==> src/rtl/alu_taylor_eval.sv <==
// Sequential Taylor-series evaluator: walks the coefficient table term by term and
// accumulates a0 + t1 + ... + tN through a single shared 18x18 signed multiplier.
module alu_taylor_eval #(
  parameter int unsigned N_TERMS = 11,
  parameter int unsigned IDX_W   = 4
) (
  input  logic             clk,
  input  logic             reset_n,
  input  logic             start,
  input  logic [2:0]       function_sel,
  input  logic [17:0]      x,
  output logic             busy,
  output logic             done,
  output logic [17:0]      result,
  output logic [2:0]       coef_fsel,
  output logic [IDX_W-1:0] coef_idx,
  input  logic [17:0]      coef_deriv,
  input  logic [17:0]      coef_a0
);

  localparam logic [2:0] S_IDLE  = 3'd0;
  localparam logic [2:0] S_LOAD  = 3'd1;
  localparam logic [2:0] S_MUL_X = 3'd2;
  localparam logic [2:0] S_MUL_C = 3'd3;
  localparam logic [2:0] S_DONE  = 3'd4;

  logic [2:0]         state_q, state_d;
  logic signed [17:0] x_q, x_d;
  logic signed [17:0] term_q, term_d;
  logic signed [17:0] acc_q, acc_d;
  logic signed [17:0] p_q, p_d;
  logic signed [17:0] result_q, result_d;
  logic [2:0]         fsel_q, fsel_d;
  logic [IDX_W-1:0]   idx_q, idx_d;

  logic signed [17:0] mul_a, mul_b;
  logic signed [35:0] prod;
  logic signed [17:0] prod_sat;
  logic signed [35:0] sum;
  logic signed [17:0] sum_sat;

  function automatic logic signed [17:0] sat18(input logic signed [35:0] v);
    if (v > 36'sd131071)
      return {1'b0, {17{1'b1}}};
    else if (v < -36'sd131072)
      return {1'b1, {17{1'b0}}};
    else
      return v[17:0];
  endfunction

  // Arithmetic shift floors, matching the Q2.16 truncation of the product.
  assign prod     = mul_a * mul_b;
  assign prod_sat = sat18(prod >>> 16);
  assign sum      = 36'(acc_q) + 36'(prod_sat);
  assign sum_sat  = sat18(sum);

  always_comb begin
    state_d  = state_q;
    x_d      = x_q;
    term_d   = term_q;
    acc_d    = acc_q;
    p_d      = p_q;
    result_d = result_q;
    fsel_d   = fsel_q;
    idx_d    = idx_q;
    mul_a    = '0;
    mul_b    = '0;
    case (state_q)
      S_IDLE: begin
        if (start) begin
          x_d     = x;
          fsel_d  = function_sel;
          idx_d   = '0;
          state_d = S_LOAD;
        end
      end
      S_LOAD: begin
        term_d  = coef_a0;
        acc_d   = coef_a0;
        state_d = S_MUL_X;
      end
      S_MUL_X: begin
        // result is loaded on entry to DONE so it is already valid while done is high
        if (coef_deriv == '0) begin
          result_d = acc_q;
          state_d  = S_DONE;
        end else begin
          mul_a   = term_q;
          mul_b   = x_q;
          p_d     = prod_sat;
          state_d = S_MUL_C;
        end
      end
      S_MUL_C: begin
        mul_a  = p_q;
        mul_b  = coef_deriv;
        term_d = prod_sat;
        acc_d  = sum_sat;
        if (idx_q == IDX_W'(N_TERMS - 1)) begin
          result_d = sum_sat;
          state_d  = S_DONE;
        end else begin
          idx_d   = idx_q + 1'b1;
          state_d = S_MUL_X;
        end
      end
      S_DONE:  state_d = S_IDLE;
      default: state_d = S_IDLE;
    endcase
  end

  always_ff @(posedge clk) begin
    if (!reset_n) begin
      state_q  <= S_IDLE;
      x_q      <= '0;
      term_q   <= '0;
      acc_q    <= '0;
      p_q      <= '0;
      result_q <= '0;
      fsel_q   <= '0;
      idx_q    <= '0;
    end else begin
      state_q  <= state_d;
      x_q      <= x_d;
      term_q   <= term_d;
      acc_q    <= acc_d;
      p_q      <= p_d;
      result_q <= result_d;
      fsel_q   <= fsel_d;
      idx_q    <= idx_d;
    end
  end

  assign busy      = (state_q != S_IDLE);
  assign done      = (state_q == S_DONE);
  assign result    = result_q;
  assign coef_fsel = fsel_q;
  assign coef_idx  = idx_q;

endmodule

==> config.mk <==
export PLATFORM = sky130hd
export DESIGN_NAME = alu_taylor_eval
export DESIGN_NICKNAME = d
export VERILOG_FILES = /design/src/rtl/alu_taylor_eval.sv
export SDC_FILE = /design/constraint.sdc
export NUM_CORES = 1
export LEC_CHECK = 0
export ABC_AREA = 0
export CAP_MARGIN = 5
export CORE_UTILIZATION = 64
export DETAILED_ROUTE_END_ITERATION = 10
export GPL_TIMING_DRIVEN = 0
export HOLD_SLACK_MARGIN = 0.02
export PLACE_DENSITY = 0.81
export SYNTH_ARGS = -nofsm -noshare
export SYNTH_HDL_FRONTEND = slang
export SYNTH_SLANG_ARGS = --single-unit
==> constraint.sdc <==
create_clock -name clk -period 15.19 [get_ports clk]
set_input_delay 1.519 -clock clk [delete_from_list [all_inputs] [get_ports clk]]
set_output_delay 1.519 -clock clk [all_outputs]
set_load 0.02 [all_outputs]
== After elaboration in Yosys (flattened, before gate mapping) ==
Index checks and enable logic that the tools add are counted.
Operators by class
  shift-type cells: 0
  muxes and demuxes: 20
  $add $sub $neg: 2
  bitwise operators: 1
  div/mod/pow operators: 0
  eq/ne operators: 9
  $mul: 1
  reductions and logical operators: 10
  $lt $le $gt $ge: 4
Operators by type and width (count)
  $pmux W18 S2: 5
  $mux W18: 8
  $mul A18 B18 Y36: 1
  $gt A20 B18 Y1 const B: 1
  $lt A20 B18 Y1 const B: 1
  $add A18 B18 Y19: 1
  $gt A19 B18 Y1 const B: 1
  $lt A19 B18 Y1 const B: 1
  $logic_not A18 Y1: 1
  $pmux W3 S4: 1
  $mux W3: 3
  $mux W4: 2
  $ne A2 B2 Y1 const B: 4
  $pmux W4 S2: 1
  $eq A3 B2 Y1 const B: 2
  $reduce_and A3 Y1: 2
  $reduce_bool A2 Y1: 3
  $add A4 B1 Y4 const B: 1
  $eq A4 B4 Y1 const B: 1
  $reduce_and A2 Y1: 2
  $eq A3 B1 Y1 const B: 1
  $eq A3 B3 Y1 const B: 1
  $logic_not A3 Y1: 1
  $reduce_bool A3 Y1: 1
  $not A1 Y1: 1
Word-level totals
  word-level logic and storage cells: 55
  bits in writable memories: 0
  input bits: 60
  bits in read-only memories: 0
  memories: 0
  output and inout port bits: 27
  latch bits: 0
  bits in registers: 100

== Longest topological paths before layout ==
  word-level depth: 13
  depth in mapped cells: 46
  gate-level depth less buffers: 41

== Worst setup path after synthesis ==
Ideal clock, no wire load.
  path type: input port to flip-flop
  start: in coef_deriv[12]
  end: reg result_q[16], in the netlist result[16]
  stages on the path: 43
  arrival: 11485 ps
  required time: 15057 ps
  slack: 3572 ps
  path buffers: 5
  setup time: 133 ps
  cell sequence: nor4_1 -> and3_1 -> a21boi_1 -> clkbuf_1 -> clkbuf_1 -> a22oi_1 -> clkbuf_1 -> nor2_1 -> fa_1 -> inv_1 -> fa_1 -> fa_1 -> inv_1 -> fa_1 -> fa_1 -> inv_1 -> fa_1 -> inv_1 -> (+7 left out) -> o22ai_1 -> nor2_1 -> o21ai_4 -> a21oi_1 -> inv_1 -> ha_1 -> fa_1 -> a21o_1 -> a21oi_1 -> o21a_1 -> or2_2 -> a31oi_1 -> o41a_1 -> and2_1 -> clkbuf_1 -> o31a_1 -> a21oi_1 -> a21oi_1
Between the ends
  word-level cells in the longest chain between the ends: 13
  elaborated cells on any way between the ends: 19
  classes of those cells: add/sub (1); mul (1); order compare (4); eq/ne (1); mux (10); reduce/logical (2)
Ends and longest elaborated chain
  start, declared: RTL line 17  | input logic [17:0] coef_deriv,
  $logic_not A18 Y1: RTL line 84  | if (coef_deriv == '0) begin
  $mux W18: RTL line 84
  $pmux W18 S2: RTL line 68  | case (state_q)
  $mul A18 B18 Y36 (*): RTL line 52  | assign prod = mul_a * mul_b;
  $lt A20 B18 Y1: RTL line 45  | else if (v < -36'sd131072)
  $mux W18: RTL line 45
  $mux W18 (*): RTL line 43  | if (v > 36'sd131071)
  net prod_sat[17]: RTL line 38  | logic signed [17:0] prod_sat;
  $add A18 B18 Y19 (*): RTL line 54  | assign sum = 36'(acc_q) + 36'(prod_sat);
  $lt A19 B18 Y1: RTL line 45
  $mux W18: RTL line 45
  $mux W18 (*): RTL line 43
  $mux W18 (*): RTL line 99  | if (idx_q == IDX_W'(N_TERMS - 1)) begin
  $pmux W18 S2 (*): RTL line 68
  end signal, assigned: RTL line 128  | result_q <= result_d;
  end, declared: RTL line 32  | logic signed [17:0] result_q, result_d;
The timed path passes the listed nets; every way through them passes the cells marked *. The select of a mux whose other input is x is not followed.
A chain may end at the register's enable or synchronous reset.

== Final worst setup path ==
  start: in coef_deriv[14]
  end: reg result_q[16], in the netlist result[16]
The elaborated chain is that of the path after synthesis.

==> results.py <==
metrics = {
    "status": {
        "outcome": "complete, but fails checks",
        "violations": "max-slew violations",
    },
    "cts": {
        "htreeDepth": 3,
        "cts_buffer_depth": 2,
        "cts.clk_slew.worst_paths_ps": 70,
        "clk_latency_ps": 360,
        "cts_tree": "done",
        "clkSinkCount": 100,
        "hold_buffers": 0,
        "cts_made_buffers": 9,
        "post_cts_buffers": 0,
        "cts-root-buf": "clkbuf_16",
        "cts_resized": 0,
    },
    "logic_synthesis": {
        "netlist.area_leader.share": 0.376,
        "synth_area_per_cell_um2": 8.34,
        "synth_most_common_cell": "inv_1",
        "synthesis.area_um2": 17500,
        "synthFlopType": "dfxtp_1",
        "ys_types": 69,
        "synth_fp_nets": 2597,
        "synth_seq_cells": 100,
        "synth_top_area_cell": "fa_1",
        "synth_commonest_cells": "inv_1 (396), fa_1 (329), nand2_1 (300)",
        "synth_edf_count": 0,
        "synthArstFlopShare": 0,
        "synth_warnings": 0,
        "synthCells": 2100,
        "ys_seq_area_frac": 0.114,
        "synth_area_leaders": "fa_1 (38%), dfxtp_1 (11%), inv_1 (8.5%)",
    },
    "die": {
        "core-area_um2": 26900,
        "boundaryPins": 87,
        "rows": 60,
        "die_h_um": 167,
        "die-area_um2": 28000,
        "dieWidth_um": 167,
        "start_util": 0.652,
    },
    "setup_path": {
        "required_ps": 15420,
        "path_common_cell": "fa_1",
        "path_max_fanout": 10,
        "slowest_stage": "a22oi_1",
        "critical_path_class": "input pin to flip-flop",
        "crit_arrival_ps": 15040,
        "r2r-start": "state_q[0]",
        "rrSetupSlack_ps": 1550,
        "r2r_cells": 41,
        "endpoint": "result[16]",
        "end_kind": "flip-flop",
        "cpPeakStageDelay_ps": 1120,
        "crit_start": "coef_deriv[14]",
        "cp-start-kind": "input pin",
        "r2r-end": "result[16]",
    },
    "cells_and_area": {
        "design_area_um2": 19200,
        "syn2layout_area_growth_pct": 9.53,
        "nNetsFinal": 2694,
        "utilization": 0.714,
        "instances_no_fill": 2543,
        "n_antenna_cell": 0,
        "drive_above_1_share": 0.0336,
    },
    "place": {
        "place_inst": 2527,
        "gp_congestion": 1.02,
        "hpwl_mm": 45.9,
        "dpl_cell_area_um2": 18800,
        "pre_cts_ws_ps": -110,
        "portBuffers": 86,
    },
    "global_routing": {
        "grt_max_degree": 18,
        "antenna_found_initial": 0,
        "track_usage": 0.412,
        "grt_pass1_vias": 16000,
        "grt-ovfl-total": 0,
        "grt_pass1_wl_mm": 87.7,
    },
    "routing": {
        "drt_first_pass_iters": 7,
        "wire_per_inst_um": 22.1,
        "drt_iter0_drc": 1660,
        "routed_via_density": 6.16,
        "wl_mm": 56.1,
        "drt.antenna.violating_nets": 0,
        "drc_errors": 0,
        "vias": 15700,
    },
    "sta": {
        "setup-violations-final": 0,
        "layout_setup_ws_ps": 380,
        "layout_min_cycle_time_ps": 14810,
        "finalCritPeriodShare": 0.975,
        "clock.fmax_mhz": 67.5,
        "slew_headroom": -0.0356,
        "maxSlewViolCount": 10,
        "rsz0062_at_grt": "false",
        "worst_slew_pin_slew_ps": 1550,
        "skew_ps": 9.69,
        "hold_violations": 0,
    },
    "power": {
        "switchingPower_mw": 0.258,
        "pwr_density_cell_nw_per_um2": 38.4,
        "clock_power_share": 0.326,
        "irDropWorstVdd_mv": 0.0604,
        "seqPwrFrac": 0.400,
        "p_int_mw": 0.478,
        "p_sw_frac": 0.350,
        "pwr-share-comb": 0.274,
        "leakagePower_nw": 8.94,
    },
    "job": {
        "maxCapViolations": 0,
    },
    "hold_path": {
        "hp-class": "flip-flop to flip-flop",
    },
}
[how the worst min path moves through the flow]
stage | endpoint | start | cells after the start
after floorplan | x_q[17] | x_q[17] | 2
after global placement | coef_fsel[0] | coef_fsel[0] | 2
after detailed placement | coef_fsel[0] | coef_fsel[0] | 2
after CTS | coef_fsel[0] | coef_fsel[0] | 2
after global routing | coef_fsel[0] | coef_fsel[0] | 2
final | coef_fsel[0] | coef_fsel[0] | 2
[placed cells by master (no fill, tap or decap), drive strengths merged, types with 14 or more instances in the layout]
master	n
a21o	23
a21oi	123
a22o	30
a22oi	33
a31oi	15
buf	17
clkbuf	100
clkdlybuf4s50	86
dfxtp	100
fa	329
ha	108
inv	397
nand2	300
nand4	15
nor2	209
nor3	26
o21ai	85
xnor2	29
xor2	14
[flip-flops by register name, indices dropped and copies added, names as in the netlist]
register,cells
acc_q,18
coef_fsel,3
coef_idx,4
p_q,18
result,18
state_q,3
term_q,18
x_q,18
[critical path: cells and delay by family]
family | cells | cell delay, ps
compound gates | 17 | 5590
fa+ha+maj | 9 | 3880
simple gates | 7 | 2070
buf+inv | 8 | 1960
[logic make-up after synthesis]
family                   count (synthesis)  share of synthesized area
adder cells (fa/ha/maj)                439                      0.454
buffers and inverters                  503                      0.110
AND/OR/NAND/NOR                        611                      0.146
XOR/XNOR                                43                     0.0215
AO/OA/AOI/OAI                          403                      0.154
flip-flops                             100                      0.114
multiplexers                             1                   0.000572
[final cells by class]
type	count	area [um^2]
timing repair buffer	87	872
multi-input combinational	1497	13700
inverter	396	1490
buffer	106	434
clock buffer	10	229
sequential	100	2000
tap	341	427
fill	2160	7690
clock inverter	6	73.8
[metrics by stage]
step | TNS, ps | total power [mW] | hold WS [ps]
after floorplan | 0 | 0.415 | 436
after global placement | 0 | 0.485 | 446
after detailed placement | -386 | 0.491 | 450
after CTS | 0 | 0.723 | 460
after global routing | 0 | 0.759 | 490
final | 0 | 0.736 | 457
[per-layer routing]
metal,wire length [um],up-vias,part of all wire,GRT usage
met5,0,-,0,0
met4,3010,0,0.054,0.189
met3,5320,199,0.095,0.0702
met2,26600,903,0.47,0.678
met1,21200,7706,0.38,0.534
li1,-,6845,-,-
[power groups by stage]
stage | Sequential [mW] | Combinational (mW) | Clock (mW)
2_1_floorplan | 0.293 | 0.122 | 0
3_3_place_gp | 0.297 | 0.188 | 0
3_5_place_dp | 0.298 | 0.193 | 0
4_1_cts | 0.292 | 0.194 | 0.237
5_1_grt | 0.295 | 0.216 | 0.249
6_report | 0.294 | 0.202 | 0.240
(Power assumes the default switching activity.)
